--- src/rtl/log2_rr_sched.sv ---
// log2_rr_sched: round-robin scheduler sharing one 8-bit floor-log2 encoder
// among N_REQ requesters, with a single registered valid/ready response port.
module log2_rr_sched #(
  parameter int N_REQ = 4,
  parameter int ID_W  = 2
) (
  input  logic                 clk,
  input  logic                 rst,
  input  logic [N_REQ-1:0]     req_valid,
  input  logic [8*N_REQ-1:0]   req_data,
  output logic [N_REQ-1:0]     req_ready,
  output logic                 rsp_valid,
  input  logic                 rsp_ready,
  output logic [2:0]           rsp_pow,
  output logic                 rsp_zero,
  output logic [ID_W-1:0]      rsp_id
);

  typedef enum logic {
    EMPTY = 1'b0,
    FULL  = 1'b1
  } state_t;

  state_t          state_q, state_d;
  logic [ID_W-1:0] rr_ptr_q, rr_ptr_d;
  logic [2:0]      pow_q, pow_d;
  logic            zero_q, zero_d;
  logic [ID_W-1:0] id_q, id_d;

  logic            can_accept;
  logic            found;
  logic            grant;
  logic [ID_W-1:0] grant_idx;
  logic [ID_W-1:0] scan_idx;
  logic [7:0]      grant_data;
  logic [2:0]      enc_pow;
  logic            enc_zero;

  assign rsp_valid  = (state_q == FULL);
  assign rsp_pow    = pow_q;
  assign rsp_zero   = zero_q;
  assign rsp_id     = id_q;

  // The result register can take a new operand when empty or being drained.
  assign can_accept = !rst && (!rsp_valid || rsp_ready);
  assign grant      = can_accept && found;

  // Scan requesters starting at rr_ptr; index arithmetic wraps naturally
  // because N_REQ is a power of two.
  always_comb begin
    found     = 1'b0;
    grant_idx = '0;
    scan_idx  = '0;
    for (int k = 0; k < N_REQ; k++) begin
      scan_idx = rr_ptr_q + ID_W'(k);
      if (!found && req_valid[scan_idx]) begin
        found     = 1'b1;
        grant_idx = scan_idx;
      end
    end
  end

  // One-hot acknowledge to the granted requester, independent of req_data.
  always_comb begin
    req_ready = '0;
    if (grant) begin
      req_ready[grant_idx] = 1'b1;
    end
  end

  assign grant_data = req_data[8*grant_idx +: 8];

  // Highest-set-bit encoder over all 8 bits; later (higher) bits win.
  always_comb begin
    enc_pow  = 3'd0;
    enc_zero = (grant_data == 8'h00);
    for (int i = 0; i < 8; i++) begin
      if (grant_data[i]) begin
        enc_pow = 3'(i);
      end
    end
  end

  // Output FSM next state, result reload and priority pointer advance.
  always_comb begin
    state_d  = state_q;
    rr_ptr_d = rr_ptr_q;
    pow_d    = pow_q;
    zero_d   = zero_q;
    id_d     = id_q;
    case (state_q)
      EMPTY: if (grant) state_d = FULL;
      FULL:  if (rsp_ready && !grant) state_d = EMPTY;
    endcase
    if (grant) begin
      pow_d    = enc_pow;
      zero_d   = enc_zero;
      id_d     = grant_idx;
      rr_ptr_d = grant_idx + ID_W'(1);
    end
  end

  // State and result registers with synchronous reset.
  always_ff @(posedge clk) begin
    if (rst) begin
      state_q  <= EMPTY;
      rr_ptr_q <= '0;
      pow_q    <= 3'd0;
      zero_q   <= 1'b0;
      id_q     <= '0;
    end else begin
      state_q  <= state_d;
      rr_ptr_q <= rr_ptr_d;
      pow_q    <= pow_d;
      zero_q   <= zero_d;
      id_q     <= id_d;
    end
  end

endmodule

--- config.mk ---
export PLATFORM = sky130hd
export DESIGN_NAME = log2_rr_sched
export DESIGN_NICKNAME = d
export VERILOG_FILES = /design/src/rtl/log2_rr_sched.sv
export SDC_FILE = /design/constraint.sdc
export NUM_CORES = 1
export LEC_CHECK = 0
export BUFFER_PORTS_ARGS = -buffer_cell sky130_fd_sc_hd__buf_2
export CORE_MARGIN = 1
export CORE_UTILIZATION = 39
export CTS_CLUSTER_SIZE = 40
export DETAILED_ROUTE_END_ITERATION = 7
export GPL_TIMING_DRIVEN = 0
export PLACE_DENSITY = 0.75
export SYNTH_ARGS = -nofsm -noshare
export SYNTH_HDL_FRONTEND = slang
export SYNTH_SLANG_ARGS = --single-unit
--- constraint.sdc ---
create_clock -name clk -period 2 [get_ports clk]
set_input_delay 0.2 -clock clk [delete_from_list [all_inputs] [get_ports clk]]
set_output_delay 0.2 -clock clk [all_outputs]
set_load 0.02 [all_outputs]
# After elaboration in Yosys (flattened, before gate mapping)
# Cells that the tools add are included.
# word_totals
regBits	9
inputBits	39
wordCells	61
# op_classes
add_sub_neg	4
n_lt_le_gt_ge	6
shifts	1
n_mux	29
n_bitwise	1
n_reduce_logical	15
# ops
cell	count
32-bit by 6-bit variable part select with 8-bit output	1
3-bit two-way mux	6
2-bit by 3-bit less-than comparator with 1-bit output, second input constant	5
1-bit two-way mux	12
1-bit binary-select mux with 2-bit select	4
8-bit logical NOT	1
2-bit two-way mux	4
1-bit logical AND	7
1-bit logical NOT	6
2-bit by 1-bit adder with 2-bit output, second input constant	2
2-bit adder, second input constant	2
4-bit two-way mux	1
1-bit demux with 2-bit select	1
2-bit by 1-bit >= comparator with 1-bit output, second input constant	1
1-bit case mux with 2 select lines	1
1-bit logical OR	1
1-bit inverter	1

# Longest topological paths before layout
# depth
depth_word	20
depth_mapped	10
depth_no_buf	8

# Least setup slack after synthesis
# OpenSTA, ideal clock, no wires.
# synth_timing
path_kind	flip-flop to flip-flop
startpoint	register rr_ptr_q[1]
endpoint	register pow_q[0] (netlist: rsp_pow[0])
setup_time_ns	0.134
t_arrival_ns	1.856
required_time_ns	1.866
setup_slack_ns	0.009
path_stages_with_launch	8
path_buffers	0
period_less_slack_ns	1.991
cell_sequence	dfxtp_1 mux2i_1 nor2_1 a311oi_2 mux2_2 a211o_1 o211ai_1 a31oi_1
# synth_via
elab_chain_len	20
word_cells_on_any_way	34
classes_between	add/sub (3); shift (1); mux (23); reduce/logical (7)
# synth_rtl
element	line_no	rtl
start, declared	25	logic [ID_W-1:0] rr_ptr_q, rr_ptr_d;
start signal, assigned	113	rr_ptr_q <= rr_ptr_d;
branches (longest 20 deep; another with 2-bit by 1-bit adder with 2-bit output)	n/a	
end signal, assigned	114	pow_q <= pow_d;
end, declared	26	logic [2:0] pow_q, pow_d;
# Several ways; the timed one is not identified. The select of a mux whose other input is x is not followed.
# A chain may end at the register's enable or synchronous reset.

# Worst setup path in the final report
# layout_timing
startpoint	register rr_ptr_q[1]
endpoint	output req_ready[0]
# layout_via
elab_chain_len	17
word_cells_on_any_way	32
classes_between	add/sub (3); order compare (2); mux (19); reduce/logical (8)
# layout_rtl
element	line_no	rtl
branches (longest 11 deep; another with 2-bit by 1-bit adder with 2-bit output)	n/a	
2-bit two-way mux *	56	if (!found && req_valid[scan_idx]) begin
via grant_idx[0]	33	logic [ID_W-1:0] grant_idx;
2-bit by 3-bit less-than comparator with 1-bit output (not written as such) or 2-bit by 1-bit >= comparator with 1-bit output (tied branches)	67	req_ready[grant_idx] = 1'b1;
1-bit logical AND (not written as such)	67	
1-bit two-way mux (not written as such)	67	
1-bit demux with 2-bit select *	67	
4-bit two-way mux *	66	if (grant) begin
end, declared	11	output logic [N_REQ-1:0] req_ready,
# Mark *: on every way through the listed nets, which the timed path passes. The select of a mux whose other input is x is not followed.

==> results.md <==
- Status: finished with violations
- Failing checks: negative setup slack
- Initial antenna violation count: 0
- Initial core utilization: 42.6%
- RSZ-0062 raised after global routing: yes
- Detail Route Antenna Nets: 0
- Routed Wire Length: 2260 um
- CTS root buf: clkbuf_4
- Post-Syn Area per Cell: 9.17 um^2
- Worst endpoint required time: 1.80 ns
- WS Path Type: reg2out
- Internal power: 498 uW
- Row count: 16
- Crit end category: output pin
- Global placement routability congestion: 0.741
- Final setup vio count: 4
- Vias per inst: 5.18
- Worst slew pin tran: 0.520 ns
- Logic pwr share: 54.4%
- Die area: 0.00240 mm^2
- Drt drc: 0
- Fmax achieved: 492 MHz
- Register-to-register setup slack: -0.03 ns
- Syn nets: 137
- Crit-path max FO: 6
- DR WL/cell: 12.6 um
- CTS buffer count: 3
- LEAKAGE: 0.631 nW
- Clk_skew: 0.00454 ns
- Ant. Diodes: 0
- Arrival time worst endpoint: 1.83 ns
- Vias in the first global route: 959
- #FFs+latches synth: 9
- Psw: 290 uW
- Cell Area, Synth: 862 um^2
- Max-cap check violation count: 0
- Synth-to-layout area growth: 46.6%
- Setup WS post-layout: -0.0323 ns
- Die width: 49.0 um
- Synth cell types: 30
- H-tree levels: 1
- Clock Latency Late Sink: 0.26 ns
- Tcrit/Tclk final: 102%
- Synth Warn #: 0
- Final Hold Fails: 0
- Initial DRC count: 4
- Max Slew Vio Count: 0
- Die Y: 49.0 um
- Sequential share of power: 27.4%
- PortBufs: 49
- Largest net degree at the start of global routing: 21
- Hold Buf Count CTS: 0
- Power Density: 624 mW/mm^2
- GRT met2 Usage: 38.4%
- Peak VDD IR: 0.294 mV
- Clock Sink Count: 9
- Clk pin slew, worst setup/hold paths: 0.06 ns
- Worst hold slack: 0.142 ns
- Worst min path class: in2reg
- Routed via count: 928
- Gr ovfl total: 0
- Share of layout cells above drive strength 1: 51.3%
- Tot Pwr: 788 uW
- First drt pass iteration count: 4
- Sequential cell area fraction in the yosys report: 20.9%
- CTS tree: done
- Clk buf depth: 2
- Clock power share: 18.1%
- Critical Path Start Type: flip-flop
- Final min period: 2.03 ns
- Synth Instances: 94
- Rel. slew slack: 65.1%
- Met1 Resource Use GR: 20.3%
- Switching Share: 36.8%
- First-pass GRT wire length: 3730 um
- DP HPWL: 1640 um
- Global Route Usage Sum: 19.7%
- Met3 usage: 2.80%
- # nets final: 196
- Num ports: 50
- Top Usage Layer GRT: met2
- Core ar.: 0.00202 mm^2
-- metal layers --
| metal | vias up | routed length [um] |
|---|---|---|
| met3 | 6 | 97 |
| met5 | - | 0 |
| met1 | 434 | 951 |
| met4 | 0 | 40 |
| met2 | 33 | 1170 |
| li1 | 455 | - |
-- state kept, by name (all words and copies together) (netlist names) --
signal and cells:
rsp_zero 1, rsp_valid 1, rr_ptr_q 2, rsp_pow 3, rsp_id 2
-- cell usage after synthesis --
master,number,area (um^2)
a211o_1,1,8.76
a21oi_1,10,50.1
a21oi_2,2,17.5
a311oi_2,1,15.0
a31oi_1,1,6.26
and2_1,4,25.0
and2b_1,1,7.51
and3_4,1,11.3
buf_12,2,40.0
buf_6,1,11.3
clkbuf_1,1,3.75
dfxtp_1,9,180
ha_1,4,50.1
inv_1,4,15.0
inv_2,1,3.75
mux2_1,1,11.3
mux2_2,1,11.3
mux2_4,2,30.0
mux2i_1,20,200
nand2_1,10,37.5
nand2b_1,3,18.8
nand4_2,1,12.5
nor2_1,2,7.51
nor2b_1,2,12.5
nor3_1,1,5.00
nor4_1,1,6.26
o211ai_1,4,30.0
o21ai_0,1,5.00
o21ai_2,1,8.76
o2bb2a_4,1,20.0
-- critical path, cell delays in order, from the launching register on --
cell and delay, ns:
dfxtp_4 0.37, mux2i_1 0.18, nor2_1 0.08, a311oi_4 0.28, buf_6 0.17, inv_2 0.05
ha_1 0.16, and2_1 0.13, buf_2 0.15
-- power groups by stage --
| stage | Clock (mW) | Sequential [mW] | Combinational [mW] |
|---|---|---|---|
| final | 0.143 | 0.216 | 0.429 |
| after global routing | 0.157 | 0.218 | 0.463 |
| after CTS | 0.142 | 0.216 | 0.404 |
| after detailed placement | 0 | 0.221 | 0.373 |
| after global placement | 0 | 0.220 | 0.361 |
| after floorplan | 0 | 0.238 | 0.255 |
-- layout by cell type (no fill, tap or decap), types with 3 or more instances in the layout --
master and count:
clkbuf_4 3, ha_1 4, and2_1 4, nand2_1 10, mux2_4 3, o211ai_1 4, a21oi_2 4, dfxtp_1 8
nand2b_1 3, a21oi_1 8, mux2i_1 19, inv_1 4, buf_4 7, buf_2 46
-- final cells by class --
type	instances	area [um^2]
buffer	3	36.3
sequential	9	184
inverter	5	18.8
clock buffer	4	26.3
timing repair buffer	55	319
multi-input combinational	76	646
tap	27	33.8
fill	186	758
-- metrics by stage --
step           setup slack, ns  cells  utilization (%)  cell area (um^2)  setup TNS [ns]
2_1_floorplan          0.00950     94                -               862               0
3_3_place_gp            -0.190    170             56.4              1140          -0.981
3_5_place_dp            -0.248    170             56.4              1140           -1.24
4_1_cts                -0.0258    178             60.8              1230         -0.0496
5_1_grt                 -0.107    179             62.5              1260          -0.571
6_report               -0.0323    179             62.5              1260         -0.0903
-- timing repair --
| action | in CTS | in global routing |
|---|---|---|
| endpoints found under the hold margin | 0 | 0 |
| pin swaps | 4 | 0 |
| setup endpoints to repair | 8 | 8 |
| buffers inserted | 5 | 0 |
| cloned | 0 | 1 |
| resized for setup | 10 | 5 |
-- final timing paths --
path	depth (start not counted)	to	startpoint
setup / recovery	8	req_ready[0]	rr_ptr_q[1]
hold / removal	2	rsp_zero	rst
hold reg to reg	2	rsp_zero	rsp_zero
setup reg to reg	8	rsp_pow[0]	rr_ptr_q[1]
-- kinds of logic after synthesis --
kind of cell             after synthesis  synth area share (%)
AO/OA/AOI/OAI                         22                  18.7
adder cells (fa/ha/maj)                4                  5.81
buffers and inverters                  9                  8.56
AND/OR/NAND/NOR                       26                  16.7
multiplexers                          24                  29.3
flip-flops                             9                  20.9
Note: power is estimated with default switching activity, not from simulation.
